**config.mk**
```make
export PLATFORM = sky130hd
export DESIGN_NAME = ex_muldiv_unit
export DESIGN_NICKNAME = d
export VERILOG_FILES = /design/src/rtl/ex_muldiv_pkg.sv /design/src/rtl/ex_muldiv_abs_neg.sv /design/src/rtl/ex_muldiv_unit.sv
export SDC_FILE = /design/constraint.sdc
export NUM_CORES = 1
export LEC_CHECK = 0
export ABC_AREA = 1
export BUFFER_PORTS_ARGS = -buffer_cell sky130_fd_sc_hd__buf_2
export CAP_MARGIN = 0
export CORE_MARGIN = 1.5
export CORE_UTILIZATION = 35
export CTS_BUF_LIST = sky130_fd_sc_hd__clkbuf_4
export CTS_CLUSTER_DIAMETER = 200
export CTS_CLUSTER_SIZE = 20
export DETAILED_ROUTE_END_ITERATION = 16
export SYNTH_ARGS = -nofsm -noshare
export SYNTH_HDL_FRONTEND = slang
export SYNTH_SLANG_ARGS = --single-unit
```
**constraint.sdc**
```tcl
create_clock -name clk -period 5.4 [get_ports clk]
set_input_delay 1.62 -clock clk [delete_from_list [all_inputs] [get_ports clk]]
set_output_delay 1.62 -clock clk [all_outputs]
set_load 0.02 [all_outputs]
```
**src/rtl/ex_muldiv_pkg.sv**
```systemverilog
// Shared definitions for the EX-stage iterative multiply/divide unit.
// Pure declarations, no logic, so there is no latency.
// No flow control lives here.
package ex_muldiv_pkg;

    // Architectural HI/LO and operand width.
    localparam int XLEN = 32;

    // Funct codes of the R-type instructions this unit consumes.
    localparam logic [5:0] FN_MTHI  = 6'h11;
    localparam logic [5:0] FN_MTLO  = 6'h13;
    localparam logic [5:0] FN_MULT  = 6'h18;
    localparam logic [5:0] FN_MULTU = 6'h19;
    localparam logic [5:0] FN_DIV   = 6'h1A;
    localparam logic [5:0] FN_DIVU  = 6'h1B;

    // Sequencer states; kept as plain constants so older tools that
    // compare against raw encodings keep working.
    typedef logic [1:0] md_state_t;
    localparam md_state_t ST_IDLE = 2'd0;
    localparam md_state_t ST_MUL  = 2'd1;
    localparam md_state_t ST_DIV  = 2'd2;
    localparam md_state_t ST_FIX  = 2'd3;

endpackage

```
**src/rtl/ex_muldiv_abs_neg.sv**
```systemverilog
// Conditional two's-complement negate.
// Purely combinational, zero cycles.
// No flow control.
module muldiv_abs_neg #(
    parameter int W = 32
) (
    input  logic [W-1:0] a,
    input  logic         neg,
    output logic [W-1:0] y
);

    // Negating the most negative value wraps to itself, which is exactly
    // the unsigned magnitude the iterative datapath expects.
    always_comb begin
        y = neg ? (~a + {{(W-1){1'b0}}, 1'b1}) : a;
    end

endmodule

```
**src/rtl/ex_muldiv_unit.sv**
```systemverilog
// Iterative MULT/MULTU/DIV/DIVU engine owning HI/LO, plus MTHI/MTLO writes.
// Accept edge, 32 iteration edges, then one sign-fix edge that writes HI/LO.
// busy stalls the front end; new ops while busy are ignored; flush aborts.
module ex_muldiv_unit #(
    parameter int XLEN  = ex_muldiv_pkg::XLEN,
    parameter int CNT_W = 6
) (
    input  logic            clk,
    input  logic            reset,
    input  logic            op_valid_i,
    input  logic [5:0]      funct_i,
    input  logic [XLEN-1:0] rs_val_i,
    input  logic [XLEN-1:0] rt_val_i,
    input  logic            flush_i,
    output logic [XLEN-1:0] hi_o,
    output logic [XLEN-1:0] lo_o,
    output logic            busy_o,
    output logic            done_o
);

    import ex_muldiv_pkg::*;

    localparam logic [CNT_W-1:0] LAST_ITER = CNT_W'(XLEN - 1);

    md_state_t        state_q;
    logic [CNT_W-1:0] cnt_q;
    // Multiplicand during MUL, divisor during DIV.
    logic [XLEN-1:0]  opnd_q;
    // Upper half: product accumulator / partial remainder.
    logic [XLEN-1:0]  work_hi_q;
    // Lower half: remaining multiplier bits / dividend-then-quotient.
    logic [XLEN-1:0]  work_lo_q;
    logic             sign_q_q;
    logic             sign_r_q;
    logic             is_div_q;
    logic [XLEN-1:0]  hi_q;
    logic [XLEN-1:0]  lo_q;
    logic             done_q;

    logic             is_signed_op;
    logic             neg_rs;
    logic             neg_rt;
    logic [XLEN-1:0]  rs_mag;
    logic [XLEN-1:0]  rt_mag;
    logic [XLEN:0]    mul_sum;
    logic [XLEN:0]    rem_shift;
    logic [XLEN:0]    div_diff;
    logic [2*XLEN-1:0] prod_fix;
    logic [XLEN-1:0]  quot_fix;
    logic [XLEN-1:0]  rem_fix;

    // Operand magnitude selection for signed ops.
    always_comb begin
        is_signed_op = (funct_i == FN_MULT) || (funct_i == FN_DIV);
        neg_rs       = is_signed_op && rs_val_i[XLEN-1];
        neg_rt       = is_signed_op && rt_val_i[XLEN-1];
    end

    muldiv_abs_neg #(.W(XLEN)) u_rs_mag (
        .a   (rs_val_i),
        .neg (neg_rs),
        .y   (rs_mag)
    );

    muldiv_abs_neg #(.W(XLEN)) u_rt_mag (
        .a   (rt_val_i),
        .neg (neg_rt),
        .y   (rt_mag)
    );

    // One shift-add step and one restoring-divide step, both from current state.
    always_comb begin
        mul_sum   = {1'b0, work_hi_q} + {1'b0, (work_lo_q[0] ? opnd_q : {XLEN{1'b0}})};
        rem_shift = {work_hi_q, work_lo_q[XLEN-1]};
        div_diff  = rem_shift - {1'b0, opnd_q};
    end

    // Sign fix applied in FIX: full product, quotient, remainder.
    muldiv_abs_neg #(.W(2*XLEN)) u_prod_fix (
        .a   ({work_hi_q, work_lo_q}),
        .neg (sign_q_q),
        .y   (prod_fix)
    );

    muldiv_abs_neg #(.W(XLEN)) u_quot_fix (
        .a   (work_lo_q),
        .neg (sign_q_q),
        .y   (quot_fix)
    );

    muldiv_abs_neg #(.W(XLEN)) u_rem_fix (
        .a   (work_hi_q),
        .neg (sign_r_q),
        .y   (rem_fix)
    );

    // Sequencer, iteration datapath and architectural HI/LO.
    always_ff @(posedge clk or negedge reset) begin
        if (!reset) begin
            state_q   <= ST_IDLE;
            cnt_q     <= '0;
            opnd_q    <= '0;
            work_hi_q <= '0;
            work_lo_q <= '0;
            sign_q_q  <= 1'b0;
            sign_r_q  <= 1'b0;
            is_div_q  <= 1'b0;
            hi_q      <= '0;
            lo_q      <= '0;
            done_q    <= 1'b0;
        end else begin
            done_q <= 1'b0;
            if (flush_i) begin
                // Squash wins over both accept and any in-flight step.
                state_q <= ST_IDLE;
                cnt_q   <= '0;
            end else begin
                case (state_q)
                    ST_IDLE: begin
                        if (op_valid_i) begin
                            case (funct_i)
                                FN_MULT, FN_MULTU: begin
                                    state_q   <= ST_MUL;
                                    cnt_q     <= '0;
                                    opnd_q    <= rs_mag;
                                    work_hi_q <= '0;
                                    work_lo_q <= rt_mag;
                                    sign_q_q  <= neg_rs ^ neg_rt;
                                    sign_r_q  <= neg_rs;
                                    is_div_q  <= 1'b0;
                                end
                                FN_DIV, FN_DIVU: begin
                                    state_q   <= ST_DIV;
                                    cnt_q     <= '0;
                                    opnd_q    <= rt_mag;
                                    work_hi_q <= '0;
                                    work_lo_q <= rs_mag;
                                    sign_q_q  <= neg_rs ^ neg_rt;
                                    sign_r_q  <= neg_rs;
                                    is_div_q  <= 1'b1;
                                end
                                FN_MTHI: hi_q <= rs_val_i;
                                FN_MTLO: lo_q <= rs_val_i;
                                default: ;
                            endcase
                        end
                    end
                    ST_MUL: begin
                        work_hi_q <= mul_sum[XLEN:1];
                        work_lo_q <= {mul_sum[0], work_lo_q[XLEN-1:1]};
                        cnt_q     <= cnt_q + 1'b1;
                        if (cnt_q == LAST_ITER) state_q <= ST_FIX;
                    end
                    ST_DIV: begin
                        if (!div_diff[XLEN]) begin
                            work_hi_q <= div_diff[XLEN-1:0];
                            work_lo_q <= {work_lo_q[XLEN-2:0], 1'b1};
                        end else begin
                            work_hi_q <= rem_shift[XLEN-1:0];
                            work_lo_q <= {work_lo_q[XLEN-2:0], 1'b0};
                        end
                        cnt_q <= cnt_q + 1'b1;
                        if (cnt_q == LAST_ITER) state_q <= ST_FIX;
                    end
                    ST_FIX: begin
                        if (is_div_q) begin
                            hi_q <= rem_fix;
                            lo_q <= quot_fix;
                        end else begin
                            hi_q <= prod_fix[2*XLEN-1:XLEN];
                            lo_q <= prod_fix[XLEN-1:0];
                        end
                        done_q  <= 1'b1;
                        cnt_q   <= '0;
                        state_q <= ST_IDLE;
                    end
                    default: state_q <= ST_IDLE;
                endcase
            end
        end
    end

    // Outputs are straight from state; busy is decoded, not registered.
    always_comb begin
        hi_o   = hi_q;
        lo_o   = lo_q;
        busy_o = (state_q != ST_IDLE);
        done_o = done_q;
    end

endmodule

```
==> results.rst <==
.. list-table::
   :header-rows: 1

   * - Metric
     - Value
   * - Fraction of final layout cells with drive strength greater than 1
     - 7.646%
   * - Part of the power in combinational logic
     - 71.0%
   * - Detailed router's first-iteration violation count
     - 2,594
   * - Hold Violations, Final
     - 0
   * - Number of pins with negative max-slew slack in the final report
     - 0
   * - Final core utilization
     - 38.71%
   * - Cell taking the most area after synthesis
     - dfrtp_1
   * - Fraction of synthesized cell area taken by the top area cell type
     - 23.93%
   * - Clock edge transition at the registers on the reported setup and hold paths
     - between 150 and 200 ps
   * - Net count after synthesis
     - 3,225
   * - CTS H-tree lvls
     - 4
   * - Post-Layout Cell Count
     - around 3,800
   * - Core outline area
     - 50,480 um2
   * - Final setup skew
     - 38.23 ps
   * - Via count of the first global-routing pass
     - 19,784
   * - Sequential Power Share
     - 21.9%
   * - Max-cap check violation count
     - 0
   * - Data arrival time at the worst-slack endpoint
     - about 4400 ps
   * - Peak ir drop on the vdd network
     - 0.0002227 V
   * - TritonCTS buffer count
     - 17
   * - Total Neg Setup Slack
     - 0 ps
   * - Transition time at the pin with the least slew margin
     - approximately 1100 ps
   * - Final-stage net count
     - 3,304
   * - Ports
     - 140
   * - Number of distinct standard cells referenced by the synthesized netlist
     - 51
   * - Detail-routed net length per standard cell
     - about 21 um
   * - Initial antenna violation count
     - 1
   * - Sequential Area
     - 4305 um2
   * - Setup crit end kind
     - flip-flop
   * - Switching share of power
     - 60.22%
   * - Half-perimeter wire length after detailed placement
     - 66,240 um
   * - Outcome
     - completed
   * - Routability Congestion
     - 1.034
   * - Source-to-sink clock delay at the later pin of the worst-skew pair
     - 770 ps
   * - Clock network power share
     - 7.1%
   * - Data required time at the worst endpoint
     - about 6100 ps
   * - Final period util
     - 67.68%
   * - Type of the setup path with the least slack
     - reg -> reg
   * - Remaining global-route overflow
     - 0
   * - Class of the most critical hold timing path
     - reg -> reg
   * - FF+latch count, synth
     - between 150 and 200
   * - Wire length of the first global-routing pass
     - 120,900 um
   * - Largest net degree at the start of global routing
     - 81
   * - CP Cell Sequence
     - inv_1 -> ha_1 -> fa_1 -> inv_1 -> nand2_1 -> nand2_1 -> nand3_1 -> nand2_2 -> nand2_2 -> nand2_2 -> nand2_4 -> nand3_1 -> nand3_1 -> nand2_1 -> nand2_1 -> nand2_1 -> nand2_1 -> nand2_1
   * - Number of filler cells placed in the layout
     - 5,781
   * - Number of cells upsized or downsized after cts
     - 0
   * - Layout Area Growth over Synthesis
     - 8.646%
   * - Cell type with the highest occurrence count on the critical path
     - nand2_1
   * - Largest cells by area after synthesis
     - dfrtp_1 (24%), nand2_1 (20%), nand3_1 (9.0%), inv_1 (8.4%), nor2_1 (7.6%)
   * - Initial standard-cell utilization of the core
     - a little over a third
   * - Cell Area, Synth
     - approximately 18,000 um2
   * - CTS tree
     - done
   * - Final number of setup-violating endpoints
     - 0
   * - Number of vias per cell after detailed routing
     - 5.499
   * - Post-CTS setup repair buffer count
     - 0
   * - Sinks on Clock Net
     - 172
   * - Relative slew slack
     - 26.51%
   * - Leakage dissipation
     - 10.27 nW
   * - Maximum fanout encountered on the critical timing path
     - 13
   * - EDFF count, synth
     - 0
   * - Count of buffers from port buffering
     - 139
   * - Share of flip-flops with an asynchronous set or reset
     - 100.0%
   * - Final critical-path required period
     - 3655 ps
   * - Standard-cell row count
     - between 80 and 90
   * - Die boundary height
     - 229.7 um
   * - Number of buffers added to fix hold violations after cts
     - 0
   * - Via count
     - about 21,000
   * - Yosys Warn Count
     - 0
   * - Clk buf depth
     - 2
   * - Synthesized area per cell
     - 5.851 um2
   * - Cell count after placement
     - 3,806
   * - CTS root buffer
     - clkbuf_4
   * - Proportion of synthesized chip area in sequential cells
     - roughly a quarter
   * - Post-route DRC
     - 0
   * - Final WL
     - 80,880 um
   * - Unrepaired setup endpoints after global routing
     - false
   * - CP startpoint kind
     - flip-flop
   * - Reported net switching power
     - 7.075 mW
   * - Drt pass-1 iters
     - 6
   * - Slowest CP cell
     - nand3_1
   * - Maximum achievable frequency
     - between 0.2 and 0.3 GHz
   * - Overall Global Routing Usage
     - 30.50%
   * - Worst stage delay on the critical path
     - 560 ps
   * - Most common flop cell mapped by yosys
     - dfrtp_1
   * - Power density relative to cell area
     - 601.1 nW/um2
   * - Die width
     - 229.7 um
   * - Cell Int Power
     - 4.673 mW
   * - Die ar.
     - ~53,000 um2
   * - Multi-input gate area in the final layout
     - 11,700 um2
   * - Number of routed nets with antenna violations
     - 0
   * - Cells after synthesis
     - roughly 3,100
[cells by family (layout without fill, tap and decap cells)]
family / count (synthesis) / in the layout / share of synthesized area [%]
AOI/OAI and AO/OA: 457 / 457 / 14.72
xor gates and xnor gates: 59 / 59 / 2.873
adders and majority gates: 77 / 77 / 5.440
buffers and inverters: 510 / 601 / 11.07
DFF: 172 / 172 / 23.93
other: 0 / 1 / 0
and+or+nand+nor: 1799 / 1799 / 41.97
[synthesized netlist by cell type, types with 7 or more instances]
cell,number
a21o_1,7
a21oi_1,139
a22oi_1,36
a31oi_1,30
buf_1,8
buf_2,29
clkbuf_1,53
dfrtp_1,172
ha_1,75
inv_1,404
inv_2,7
nand2_1,969
nand2_2,10
nand3_1,322
nand3b_1,24
nand4_1,34
nor2_1,363
nor2_2,8
nor3_1,37
o211ai_1,17
o21ai_0,150
o21ai_1,9
o221ai_1,18
o22ai_1,31
or2_2,10
xnor2_1,11
xor2_1,48
[stage by stage]
stage,hold WS (ps),setup slack [ps],instance area [um2],total power [mW]
after floorplan,433.1,2358,17990,8.187
after global placement,454.8,1301,19250,10.71
after detailed placement,457.6,1350,19250,10.71
after CTS,485.0,1731,19540,11.56
after global routing,512.5,1419,19540,12.77
final,484.9,1745,19540,11.75
[cells in the final DEF (no fill, tap or decap), types with 4 or more instances in the layout]
| cell | Yosys | routed |
|---|---|---|
| a21o_1 | 7 | 7 |
| a21oi_1 | 139 | 139 |
| a22oi_1 | 36 | 36 |
| a31oi_1 | 30 | 30 |
| buf_2 | 29 | 138 |
| buf_4 | 5 | 18 |
| clkbuf_4 | 0 | 17 |
| dfrtp_1 | 172 | 171 |
| ha_1 | 75 | 74 |
| inv_1 | 404 | 403 |
| inv_2 | 7 | 8 |
| inv_6 | 0 | 7 |
| nand2_1 | 969 | 969 |
| nand2_2 | 10 | 10 |
| nand2_4 | 4 | 4 |
| nand3_1 | 322 | 322 |
| nand3b_1 | 24 | 24 |
| nand4_1 | 34 | 34 |
| nor2_1 | 363 | 361 |
| nor2_2 | 8 | 9 |
| nor3_1 | 37 | 37 |
| nor4_1 | 5 | 5 |
| o211ai_1 | 17 | 17 |
| o21a_1 | 5 | 5 |
| o21ai_0 | 150 | 150 |
| o21ai_1 | 9 | 9 |
| o221ai_1 | 18 | 18 |
| o22ai_1 | 31 | 31 |
| o31ai_1 | 4 | 4 |
| or2_2 | 10 | 10 |
| xnor2_1 | 11 | 11 |
| xor2_1 | 48 | 48 |
[power groups by stage]
stage,clock network [mW],logic [mW],registers [mW]
4_1_cts,0.843,8.18,2.54
3_3_place_gp,0,8.13,2.58
2_1_floorplan,0,5.70,2.49
3_5_place_dp,0,8.13,2.57
5_1_grt,0.880,9.28,2.62
6_report,0.829,8.34,2.58
[flip-flops by register name (all words and copies together) (netlist names)]
| register | cells |
|---|---|
| hi_o | 32 |
| cnt_q | 6 |
| work_hi_q | 32 |
| work_lo_q | 32 |
| lo_o | 32 |
| state_q | 2 |
| is_div_q | 1 |
| sign_r_q | 1 |
| done_o | 1 |
| sign_q_q | 1 |
| opnd_q | 32 |
[cell type report]
cell class | count | area share (%)
Antenna cell | 1 | 0.01280
Clock buffer | 17 | 0.6530
Clock inverter | 14 | 0.8131
Inverter | 412 | 7.913
Multi-Input combinational cell | 2392 | 59.89
Sequential cell | 172 | 22.03
Tap cell | 672 | 4.302
Timing Repair Buffer | 158 | 4.386
[worst max-delay path: cells and delay by family (launching register included)]
family	cells	cell delay, ps
AND/OR/NAND/NOR	14	2100
adder cells (fa/ha/maj)	2	770
buffers and inverters	2	290
flip-flops	1	440
[layer usage]
| metal | up-vias | wire length, um | GRT usage [%] |
|---|---|---|---|
| met5 | - | 0 | 0 |
| met4 | 0 | 4185 | 14.17 |
| met3 | 183 | 6652 | 5.097 |
| met2 | 1040 | 35630 | 48.06 |
| met1 | 9748 | 34410 | 40.68 |
| li1 | 10133 | - | - |
[path summary, 6_finish.rpt]
check	slack, ps	startpoint	cells after the start	to
setup / recovery	1750	work_lo_q[31]	18	work_hi_q[31]
hold / removal	480	cnt_q[5]	1	cnt_q[5]
setup reg to reg	1750	work_lo_q[31]	18	work_hi_q[31]
hold reg to reg	480	cnt_q[5]	1	cnt_q[5]
max in group asynchronous	3460	reset	2	opnd_q[2]
min in group asynchronous	850	reset	1	work_hi_q[30]
Power figures use the tool's default switching activity.
